===== src/rtl/hazard_seq.sv =====
// -----------------------------------------------------------------------------
// hazard_seq
//
// Pipeline hazard sequencer for a five-stage pipeline. It decides every cycle
// which pipeline registers load, which stages get their control bits zeroed,
// and it freezes the pipeline while the data memory is not ready. A memory
// that stays busy for 256 consecutive cycles is declared hung. The sticky
// TIMEOUT state can only be left through reset.
//
// Optional feature: define HAZARD_SEQ_PERF_EN to add two saturating 16-bit
// performance counters (stall_cycles_o, flush_events_o). Without the macro
// those ports and their logic do not exist.
//
// Ports
//   clk                  clock, all state changes on the rising edge
//   rst_n                asynchronous active-low reset
//   id_rs_i, id_rt_i     source register fields of the instruction in ID
//   ex_memread_i         memRead control bit of the instruction in EX
//   ex_rt_i              destination (rt) of the instruction in EX
//   id_jump_i            J opcode decoded in ID
//   mem_branch_taken_i   taken beq/bne resolved in MEM
//   mem_busy_i           data memory not ready this cycle
//   pc_write_o .. memwb_write_o   pipeline register load enables
//   ifid_flush_o, idex_flush_o, exmem_flush_o  zero that stage's control bits
//   mem_timeout_o        sticky memory-hang flag
//   stall_cycles_o       (HAZARD_SEQ_PERF_EN) cycles with pc_write_o low
//   flush_events_o       (HAZARD_SEQ_PERF_EN) cycles with any flush high
// -----------------------------------------------------------------------------
module hazard_seq (
    input  logic       clk,
    input  logic       rst_n,
    input  logic [4:0] id_rs_i,
    input  logic [4:0] id_rt_i,
    input  logic       ex_memread_i,
    input  logic [4:0] ex_rt_i,
    input  logic       id_jump_i,
    input  logic       mem_branch_taken_i,
    input  logic       mem_busy_i,
    output logic       pc_write_o,
    output logic       ifid_write_o,
    output logic       idex_write_o,
    output logic       exmem_write_o,
    output logic       memwb_write_o,
    output logic       ifid_flush_o,
    output logic       idex_flush_o,
    output logic       exmem_flush_o,
    output logic       mem_timeout_o
`ifdef HAZARD_SEQ_PERF_EN
    ,
    output logic [15:0] stall_cycles_o,
    output logic [15:0] flush_events_o
`endif
);

    typedef enum logic [1:0] {
        RUN     = 2'd0,
        FREEZE  = 2'd1,
        TIMEOUT = 2'd2
    } state_t;

    state_t     state_q, state_d;
    logic [7:0] wait_cnt_q, wait_cnt_d;
    logic       load_use;

    // A load in EX whose destination is read by the instruction in ID.
    // Register 0 is hard-wired to zero, so it never creates a dependency.
    assign load_use = ex_memread_i && (ex_rt_i != 5'd0) &&
                      ((ex_rt_i == id_rs_i) || (ex_rt_i == id_rt_i));

    // Next-state logic
    always_comb begin
        state_d    = state_q;
        wait_cnt_d = wait_cnt_q;
        case (state_q)
            RUN: begin
                if (mem_busy_i) begin
                    state_d    = FREEZE;
                    wait_cnt_d = 8'd1;
                end
            end
            FREEZE: begin
                if (!mem_busy_i) begin
                    state_d    = RUN;
                    wait_cnt_d = 8'd0;
                end else if (wait_cnt_q == 8'd255) begin
                    // 256th consecutive busy cycle: memory is considered hung
                    state_d = TIMEOUT;
                end else begin
                    wait_cnt_d = wait_cnt_q + 8'd1;
                end
            end
            TIMEOUT: begin
                state_d = TIMEOUT;
            end
            default: begin
                state_d    = RUN;
                wait_cnt_d = 8'd0;
            end
        endcase
    end

    always_ff @(posedge clk or negedge rst_n) begin
        if (!rst_n) begin
            state_q    <= RUN;
            wait_cnt_q <= 8'd0;
        end else begin
            state_q    <= state_d;
            wait_cnt_q <= wait_cnt_d;
        end
    end

    // Output decode. Outputs depend combinationally on rst_n so that the
    // pipeline is held and all control bits are cleared while reset is low.
    always_comb begin
        pc_write_o    = 1'b0;
        ifid_write_o  = 1'b0;
        idex_write_o  = 1'b0;
        exmem_write_o = 1'b0;
        memwb_write_o = 1'b0;
        ifid_flush_o  = 1'b0;
        idex_flush_o  = 1'b0;
        exmem_flush_o = 1'b0;
        mem_timeout_o = 1'b0;
        if (!rst_n) begin
            ifid_flush_o  = 1'b1;
            idex_flush_o  = 1'b1;
            exmem_flush_o = 1'b1;
        end else begin
            case (state_q)
                RUN, FREEZE: begin
                    // A busy memory freezes everything and masks every hazard;
                    // the first ready cycle out of FREEZE behaves like RUN so a
                    // hazard held across the freeze is resolved right then.
                    if (!mem_busy_i) begin
                        pc_write_o    = 1'b1;
                        ifid_write_o  = 1'b1;
                        idex_write_o  = 1'b1;
                        exmem_write_o = 1'b1;
                        memwb_write_o = 1'b1;
                        if (mem_branch_taken_i) begin
                            // Taken branch squashes the three younger stages
                            ifid_flush_o  = 1'b1;
                            idex_flush_o  = 1'b1;
                            exmem_flush_o = 1'b1;
                        end else if (load_use) begin
                            // Hold PC and IF/ID, inject a bubble into ID/EX
                            pc_write_o   = 1'b0;
                            ifid_write_o = 1'b0;
                            idex_flush_o = 1'b1;
                        end else if (id_jump_i) begin
                            ifid_flush_o = 1'b1;
                        end
                    end
                end
                TIMEOUT: begin
                    mem_timeout_o = 1'b1;
                end
                default: begin
                    mem_timeout_o = 1'b0;
                end
            endcase
        end
    end

`ifdef HAZARD_SEQ_PERF_EN
    logic [15:0] stall_cycles_q, flush_events_q;

    function automatic logic [15:0] sat_inc(input logic [15:0] v);
        if (v == 16'hFFFF) begin
            return v;
        end
        return v + 16'd1;
    endfunction

    always_ff @(posedge clk or negedge rst_n) begin
        if (!rst_n) begin
            stall_cycles_q <= 16'd0;
            flush_events_q <= 16'd0;
        end else begin
            if (!pc_write_o) begin
                stall_cycles_q <= sat_inc(stall_cycles_q);
            end
            if (ifid_flush_o || idex_flush_o || exmem_flush_o) begin
                flush_events_q <= sat_inc(flush_events_q);
            end
        end
    end

    assign stall_cycles_o = stall_cycles_q;
    assign flush_events_o = flush_events_q;
`endif

endmodule


===== config.mk =====
export PLATFORM = sky130hd
export DESIGN_NAME = hazard_seq
export DESIGN_NICKNAME = d
export VERILOG_FILES = /design/src/rtl/hazard_seq.sv
export SDC_FILE = /design/constraint.sdc
export NUM_CORES = 1
export LEC_CHECK = 0
export ABC_AREA = 1
export BUFFER_PORTS_ARGS = -buffer_cell sky130_fd_sc_hd__clkbuf_2
export CORE_ASPECT_RATIO = 0.6
export CORE_MARGIN = 1.5
export CORE_UTILIZATION = 30
export CTS_CLUSTER_SIZE = 10
export DETAILED_ROUTE_END_ITERATION = 10
export PLACE_DENSITY = 0.48
export SKIP_LAST_GASP = 1
export SYNTH_ARGS = -nofsm -noshare
export SYNTH_HDL_FRONTEND = slang
export SYNTH_SLANG_ARGS = --single-unit

===== constraint.sdc =====
create_clock -name clk -period 1.5 [get_ports clk]
set_input_delay 0.3 -clock clk [delete_from_list [all_inputs] [get_ports clk]]
set_output_delay 0.3 -clock clk [all_outputs]
set_load 0.02 [all_outputs]

==> flow_summary.json <==
{
  "remaining_drc_errors": 0,
  "dpl-instance-area_sq_um": 1160,
  "fin_crit_sh_pct": 106,
  "p_leak_nw": 0.753,
  "hold_path_startpoint": "mem_busy_i",
  "grt_first_pass_wirelength_um": 3810,
  "setup_skew_ns": 0.00744,
  "async_reset_ff_share_pct": 100,
  "cts-root-buf": "sky130_fd_sc_hd__clkbuf_8",
  "antenna_cells_inserted": 0,
  "power.internal_uw": 551,
  "hold_violations": 0,
  "io_pins": 30,
  "postRouteWirelength_um": 2410,
  "antenna_found_initial": 0,
  "synth-seq-cells": 10,
  "result_of_the_run": "finished, violations left",
  "rr_worst_depth": 7,
  "worst-endpoint-arrival_ns": 1.29,
  "cts_tree": "built",
  "r2r_slack_ns": 0.08,
  "design.final.nets": 212,
  "max-vdd-ir-drop_mv": 0.190,
  "power.clock.fraction_pct": 47.4,
  "cts_buffer_depth": 2,
  "numPortBuffers": 29,
  "wl_per_cell_um": 10.4,
  "fin_util_pct": 44.0,
  "chipHeight_um": 46.4,
  "route.detailed.vias_per_inst": 4.25,
  "timing.critical_path.to_type": "output pin",
  "path_type_of_the_worst_setup_path": "flop to output pin",
  "cp_slowest_cell": "sky130_fd_sc_hd__dfrtp_1",
  "regToRegStartpoint": "wait_cnt_q[0]",
  "number_of_vias_in_the_routed_layout": 982,
  "synth_flop_cell": "sky130_fd_sc_hd__dfrtp_1",
  "power_density_nw_per_um2": 571,
  "swShare_pct": 25.1,
  "worst_min_delay_path_endpoint": "wait_cnt_q[4]",
  "layout-area-overhead-vs-synth_pct": 36.6,
  "violations": "negative setup slack",
  "synth_cells": 150,
  "cap_violations": 0,
  "crit_path_cell_trace": "nor2_2 > inv_2 > nor2_4 > buf_4 > buf_4",
  "timing.critical_path.required_ns": 1.20,
  "min_path_type": "primary input to flop",
  "yosys_warnings": 0,
  "drt.antenna.violating_nets": 0,
  "grt_util_all_layers_pct": 15.2,
  "place_hpwl_um": 1910,
  "syn_nets": 172,
  "unrepaired_setup_endpoints_after_global_routing": "yes",
  "final_critical_path_setup_slack_ns": -0.0936,
  "grt_remaining_overflow": 0,
  "final_gp_congestion": 0.861,
  "synth_most_common_cell": "sky130_fd_sc_hd__nand2_1",
  "post_synth.cell_area_avg_sq_um": 6.29,
  "dr.first_iter.drc_count": 41,
  "drt-pass1-iter-count": 4,
  "fraction_of_layout_instances_using_a_drive_strength_above_1_pct": 34.4,
  "netSwitchingPower_uw": 185,
  "dpl.cell_count": 222,
  "cts.htree.levels": 1,
  "finalSetupViolCount": 8,
  "post_synth_most_frequent_cells": "sky130_fd_sc_hd__nand2_1 (46), sky130_fd_sc_hd__inv_1 (35), sky130_fd_sc_hd__nor2_1 (14)",
  "maxSlewViolCount": 0,
  "tightestPinTransition_ns": 0.255,
  "synth_edf_count": 0,
  "starting_utilization_of_the_core_area_pct": 32.2,
  "die_area_sq_um": 3500,
  "critPathTopFamily": "flip-flops",
  "grt_start_max_net_pins": 11,
  "number_of_global_route_vias_before_repair": 868,
  "worst_setup_path_start_kind": "flop",
  "clk_pin_slew_worst_paths_ns": 0.06,
  "stdcell_area_sq_um": 1290,
  "post_layout_nonfiller_instances": 231,
  "synth_top_area_cell": "sky130_fd_sc_hd__dfrtp_1",
  "synth_area_sq_um": 943,
  "synth_top_cells_by_area": "sky130_fd_sc_hd__dfrtp_1 (27%), sky130_fd_sc_hd__nand2_1 (18%), sky130_fd_sc_hd__inv_1 (14%), sky130_fd_sc_hd__nor2_1 (5.6%), sky130_fd_sc_hd__nand4_1 (4.6%)",
  "clk_latency_ns": 0.24,
  "fmaxAchievable_mhz": 628,
  "synth_largest_type_area_fraction_pct": 26.5,
  "p_comb_share_pct": 15.9,
  "synth_cell_types": 25,
  "min_delay_path_depth": 4,
  "rows": 15,
  "timing.max_slew.rel_slack_pct": 83.0,
  "max_incr_delay_on_cp_ns": 0.42,
  "fin_tns_setup_ns": -0.524,
  "timing.rr.end": "wait_cnt_q[3]",
  "cts-buffers-inserted": 3,
  "final_period_minus_worst_setup_slack_ns": 1.59,
  "seq_power_share_pct": 36.7,
  "synth_sequential_area_ratio_pct": 26.5,
  "timing.critical_path.mode_cell": "sky130_fd_sc_hd__buf_4",
  "path_max_fanout": 3,
  "crit_buf_inv": 3,
  "numClockSinks": 10,
  "chipWidth_um": 75.4,
  "coreArea_sq_um": 2930
}
==> worst min-delay path, delay by kind of cell <==
kind / cells / cell delay [ns]
AOI/OAI and AO/OA: 1 / 0.05
buffers and inverters: 2 / 0.28
and+or+nand+nor: 1 / 0.10
==> flip-flops by register name, summed over array words and instances, names as in the netlist <==
register    flops
state_q         2
wait_cnt_q      8
==> cells by family (layout without fill, tap and decap cells) <==
logic type | count (synthesis) | in the layout | synth area share (%)
compound gates | 12 | 12 | 8.22
simple gates | 83 | 83 | 43.4
xor+xnor | 3 | 3 | 2.79
buf+inv | 41 | 80 | 17.8
flops | 10 | 10 | 26.5
fa+ha+maj | 1 | 1 | 1.33
==> worst max-delay path by stage <==
stage / from / end / slack [ns] / cells past startpoint
2_1_floorplan: state_q[1] / pc_write_o / 0.03 / 6
3_3_place_gp: ex_rt_i[3] / ifid_write_o / -0.06 / 11
3_5_place_dp: ex_rt_i[3] / pc_write_o / -0.04 / 11
4_1_cts: state_q[1] / pc_write_o / -0.05 / 6
5_1_grt: state_q[1] / exmem_write_o / -0.14 / 5
6_report: state_q[1] / exmem_write_o / -0.09 / 5
==> power groups by stage <==
stage               Combinational [mW]  Sequential [mW]  Clock, mW
CTS                              0.118            0.270      0.360
global placement                 0.113            0.275          0
detailed placement               0.112            0.275          0
floorplan                       0.0536            0.275          0
global route                     0.133            0.270      0.370
finish                           0.117            0.270      0.349
==> routing by layer <==
metal	vias to the layer above	global-route usage, %	share of wire (%)
met1	432	22.4	56
met5	-	0	0
met3	2	5.25	4.2
met4	0	2.14	0.17
li1	532	-	-
met2	16	21.4	40
==> metrics by stage <==
| step | hold WS [ns] | total power, mW | worst slack [ns] |
|---|---|---|---|
| floorplan | 0.00441 | 0.328 | 0.0301 |
| global placement | 0.251 | 0.388 | -0.0551 |
| detailed placement | 0.248 | 0.387 | -0.0420 |
| CTS | 0.511 | 0.747 | -0.0527 |
| global route | 0.549 | 0.773 | -0.141 |
| finish | 0.519 | 0.736 | -0.0936 |
==> cell usage in the layout, fill, tap and decap left out <==
master                           n
sky130_fd_sc_hd__a32oi_1         1
sky130_fd_sc_hd__a21oi_1         1
sky130_fd_sc_hd__buf_6           2
sky130_fd_sc_hd__inv_1          33
sky130_fd_sc_hd__buf_4          11
sky130_fd_sc_hd__dfrtp_2         1
sky130_fd_sc_hd__clkbuf_4        1
sky130_fd_sc_hd__nand4_1         7
sky130_fd_sc_hd__a21oi_2         2
sky130_fd_sc_hd__nand3_1         7
sky130_fd_sc_hd__nand3_4         2
sky130_fd_sc_hd__o21ai_0         5
sky130_fd_sc_hd__nor2_2          3
sky130_fd_sc_hd__nor2_4          2
sky130_fd_sc_hd__dfrtp_1         9
sky130_fd_sc_hd__inv_2           4
sky130_fd_sc_hd__o21ai_2         2
sky130_fd_sc_hd__or2_4           1
sky130_fd_sc_hd__inv_4           1
sky130_fd_sc_hd__nand2_1        44
sky130_fd_sc_hd__xor2_1          1
sky130_fd_sc_hd__dlygate4sd3_1   1
sky130_fd_sc_hd__nand2_2         4
sky130_fd_sc_hd__ha_1            1
sky130_fd_sc_hd__clkbuf_2       23
sky130_fd_sc_hd__clkbuf_8        4
sky130_fd_sc_hd__o31ai_1         1
sky130_fd_sc_hd__nor2_1         11
sky130_fd_sc_hd__xnor2_1         2
sky130_fd_sc_hd__nand2_4         1
sky130_fd_sc_hd__nor2_8          1
==> cell type report <==
class | count | area, sq um
sequential | 10 | 251
clock buffer | 4 | 55.1
inverter | 38 | 145
multi-input combinational | 99 | 547
timing repair buffer | 38 | 238
tap | 42 | 52.6
fill | 322 | 1640
==> timing repair <==
item | CTS | global route
hold endpoints to repair | 10 | 0
resized for setup | 9 | 11
hold buffers | 1 | 0
setup endpoints to repair | 9 | 8
pin swaps | 1 | 4
setup buffers | 3 | 1
Power figures use the tool's default switching activity.
